<file path="config.mk">
export PLATFORM = sky130hd
export DESIGN_NAME = sat_counter
export DESIGN_NICKNAME = d
export VERILOG_FILES = /design/src/rtl/serial_parity_checker_sat_counter.sv
export SDC_FILE = /design/constraint.sdc
export NUM_CORES = 1
export LEC_CHECK = 0
export ABC_AREA = 1
export CAP_MARGIN = 40
export CORE_MARGIN = 2
export CORE_UTILIZATION = 25
export CTS_BUF_LIST = sky130_fd_sc_hd__clkbuf_16
export DETAILED_ROUTE_END_ITERATION = 7
export PLACE_DENSITY = 0.48
export SLEW_MARGIN = 15
export SYNTH_ARGS = -nofsm -noshare
export SYNTH_HDL_FRONTEND = slang
export SYNTH_SLANG_ARGS = --single-unit
</file>
<file path="constraint.sdc">
create_clock -name clock -period 1.1 [get_ports clock]
set_input_delay 0.11 -clock clock [delete_from_list [all_inputs] [get_ports clock]]
set_output_delay 0.11 -clock clock [all_outputs]
set_load 0.02 [all_outputs]
</file>
<file path="src/rtl/serial_parity_checker_sat_counter.sv">
// Up-counter that sticks at its maximum value instead of wrapping.
module sat_counter #(
    parameter int W = 8
) (
    input  logic         clock,
    input  logic         reset_n,
    input  logic         clr,
    input  logic         inc,
    output logic [W-1:0] count
);
    localparam logic [W-1:0] MAX_VAL = {W{1'b1}};

    logic [W-1:0] count_q;
    logic [W-1:0] count_d;

    // Next count: clear wins, then saturating increment.
    always_comb begin
        count_d = count_q;
        if (clr) begin
            count_d = {W{1'b0}};
        end else if (inc && (count_q != MAX_VAL)) begin
            count_d = count_q + W'(1);
        end else begin
            count_d = count_q;
        end
    end

    // Count register.
    always_ff @(posedge clock or negedge reset_n) begin
        if (!reset_n) begin
            count_q <= {W{1'b0}};
        end else begin
            count_q <= count_d;
        end
    end

    assign count = count_q;
endmodule

</file>
==> flow_metrics.tcl <==
set metrics [dict create \
    drv_slew 0 \
    drv.max_cap_violation_count 0 \
    detailedRoute.firstIterationViolations 5 \
    hold_ws_ns 0.169 \
    via_count_of_the_first_global_routing_pass 563 \
    die_h_um 49.2 \
    totalNegativeSetupSlack_ns -0.780 \
    detailroute.via_count 574 \
    synthesis.yosys.warnings 0 \
    clk_pin_slew_ns 0.04 \
    critPathArrivalTime_ns 1.35 \
    final_util 0.448 \
    p_leak_nw 0.429 \
    finalCritPeriodShare 1.12 \
    final.setup.worst_slack_ns -0.129 \
    timing.setup.critical_path_class "reg -> reg" \
    critical_path.slowest_cell "sky130_fd_sc_hd__dfrtp_2" \
    post-cts-setup-buffers 0 \
    grt_antenna_before_repair 0 \
    floorplan.core_area_sq_mm 0.00194 \
    path_max_fanout 6 \
    tritoncts "built" \
    placed_cells_incl_taps 126 \
    total_drc_errors_in_the_routed_layout 0 \
    power_w 0.00111 \
    grt_util_all_layers 0.155 \
    power.ir.vdd_worst_mv 0.826 \
    cp_slowest_stage_delay_ns 0.42 \
    layout.filler_cells 207 \
    commonest_non_fill_non_tap_cell_in_the_layout "sky130_fd_sc_hd__nand2_1" \
    path_cells "ha_4 > nand2_4 > nor2_2 > nand2_1 > nand2_2 > nand2_4 > clkinv_4 > nand2_1 > nand2_1" \
    finalHoldViolCount 0 \
    final_period_minus_worst_setup_slack_ns 1.23 \
    largest_register_ff_count 8 \
    drive_above_1_share 0.447 \
    grt_setup_unrepaired "true" \
    report.final.setup_viol 8 \
    violations "negative setup slack" \
    insertion_delay_ns 0.24 \
    die_w_um 49.2 \
    hp-class "in -> async" \
    ios 12 \
    ctsLongestPathBuffers 2 \
    hold_buffers 0 \
    netlist-cell-type-count 15 \
    setup.reg_to_reg.worst_slack_ns -0.13 \
    clock_skew_ns 0.00454 \
    grt_remaining_overflow 0 \
    critical_path.startpoint "count[1]" \
    routed_wl_per_cell_um 11.1 \
    cts_buffers 3 \
    crit_path_end_kind "flop" \
    place.gp.congestion 0.783 \
    io_buffers 11 \
    stdcell_count 130 \
    worst-path-buf-inv 1 \
    postSynthCellCount 74 \
    power-per-cell-area_mw_per_mm2 1280 \
    final_cell_mix "sky130_fd_sc_hd__nand2_1, sky130_fd_sc_hd__buf_4, sky130_fd_sc_hd__inv_1" \
    drt_pass1_iterations 4 \
    num_rows 16 \
    floorplan.initialDensity 0.264 \
    clock_tree.root_cell "sky130_fd_sc_hd__clkbuf_16" \
    cts-htree-levels 1 \
    grt_pass1_wl_um 2620 \
    critPathMostFrequentCell "sky130_fd_sc_hd__nand2_1" \
    clkSinkCount 8 \
    synth.yosys.seq_area_share 0.391 \
    die_footprint_sq_mm 0.00243 \
    reg2reg_depth 9 \
    syn_avg_cell_area_sq_um 6.92 \
    clock.fmax_ghz 0.814 \
    worst_setup_path_start_kind "flop" \
    syn_nets 79 \
    r2r_start "count[1]" \
    required_ns 1.22 \
    cpLargestDelayFamily "flip-flops" \
    critical_path.endpoint "count[4]" \
    tightest_slew_ns 0.402 \
    vias_per_cell 4.42 \
    status "complete, but fails checks" \
    synthesized_flop_and_latch_total 8 \
    post-dp-hpwl_um 1080 \
    detail_route.wirelength_um 1450 \
    crit-reg2reg-capture "count[4]" \
    synth.cell_area_sq_um 512 \
    flow.area_growth_from_synthesis_pct 70.2 \
    timing.max_slew.rel_slack 0.731 \
    layout.nets 109 \
    diodes 0 \
    antenna_left 0 \
    path_depth 9 \
    grt_start_max_net_pins 9 \
]
==> worst register-to-register path: stages (launching register included) <==
cell and delay [ns]:
sky130_fd_sc_hd__dfrtp_2 0.42, sky130_fd_sc_hd__ha_4 0.17, sky130_fd_sc_hd__nand2_4 0.06, sky130_fd_sc_hd__nor2_2 0.04, sky130_fd_sc_hd__nand2_1 0.07, sky130_fd_sc_hd__nand2_2 0.06, sky130_fd_sc_hd__nand2_4 0.10, sky130_fd_sc_hd__clkinv_4 0.07
sky130_fd_sc_hd__nand2_1 0.05, sky130_fd_sc_hd__nand2_1 0.05
==> Yosys cell counts <==
cell	n	area, sq um
sky130_fd_sc_hd__nand2_1	25	93.8
sky130_fd_sc_hd__inv_1	10	37.5
sky130_fd_sc_hd__nand3_1	9	45.0
sky130_fd_sc_hd__dfrtp_1	8	200
sky130_fd_sc_hd__nor2_1	5	18.8
sky130_fd_sc_hd__a21oi_1	4	20.0
sky130_fd_sc_hd__nand2_2	2	12.5
sky130_fd_sc_hd__nor2_2	2	12.5
sky130_fd_sc_hd__nor3_1	2	10.0
sky130_fd_sc_hd__o21bai_1	2	15.0
sky130_fd_sc_hd__a21oi_2	1	8.76
sky130_fd_sc_hd__clkinv_4	1	8.76
sky130_fd_sc_hd__ha_1	1	12.5
sky130_fd_sc_hd__nand2_4	1	11.3
sky130_fd_sc_hd__o21ai_1	1	5.00
==> through the flow <==
stage	instance area [sq um]	setup slack (ns)
after floorplan	536	-0.149
after global placement	785	-0.159
after detailed placement	785	-0.130
after CTS	866	-0.140
after global routing	871	-0.199
final	871	-0.129
==> worst min-delay path by stage <==
stage	from	endpoint	slack, ns	cells past startpoint
after floorplan	reset_n	count[0]	-0.19	0
after global placement	reset_n	count[2]	0.44	1
after detailed placement	reset_n	count[2]	0.44	1
after CTS	reset_n	count[2]	0.19	1
after global routing	reset_n	count[1]	0.21	1
final	reset_n	count[1]	0.17	1
==> final cells by class <==
| class | instances | area [sq um] | share of cell area |
|---|---|---|---|
| Timing Repair Buffer | 25 | 190 | 0.218 |
| Clock buffer | 3 | 75.1 | 0.0862 |
| Multi-Input combinational cell | 55 | 315 | 0.362 |
| Clock inverter | 1 | 3.75 | 0.00431 |
| Inverter | 11 | 46.3 | 0.0532 |
| Tap cell | 27 | 33.8 | 0.0388 |
| Sequential cell | 8 | 206 | 0.237 |
==> power by group <==
| part | internal [W] | switching [W] | leakage, nW |
|---|---|---|---|
| Sequential | 0.000310 | 0.0000154 | 0.100 |
| Combinational | 0.0000698 | 0.0000808 | 0.286 |
| Clock | 0.000475 | 0.000162 | 0.0423 |
| Total | 0.000855 | 0.000258 | 0.429 |
==> per-layer routing <==
metal,wire (um),vias to the layer above,GRT usage,share of wire
li1,-,291,-,-
met1,656,266,0.204,0.45
met2,668,12,0.200,0.46
met3,68,5,0.0583,0.047
met4,53,0,0.114,0.037
met5,0,-,0,0
==> cells by family (layout without fill, tap and decap cells) <==
family                     Yosys count  after routing  share of synthesized area
buffers and inverters               11             40                     0.0905
adders and majority gates            1              1                     0.0244
and+or+nand+nor                     46             46                      0.399
DFF                                  8              8                      0.391
AOI/OAI and AO/OA                    8              8                     0.0953
==> repair_timing <==
item | 4_1_cts | 5_1_grt
setup endpoints to repair | 16 | 13
hold endpoints to repair | 0 | 0
resized for setup | 18 | 17
pin swaps | 2 | 0
(Power assumes the default switching activity.)
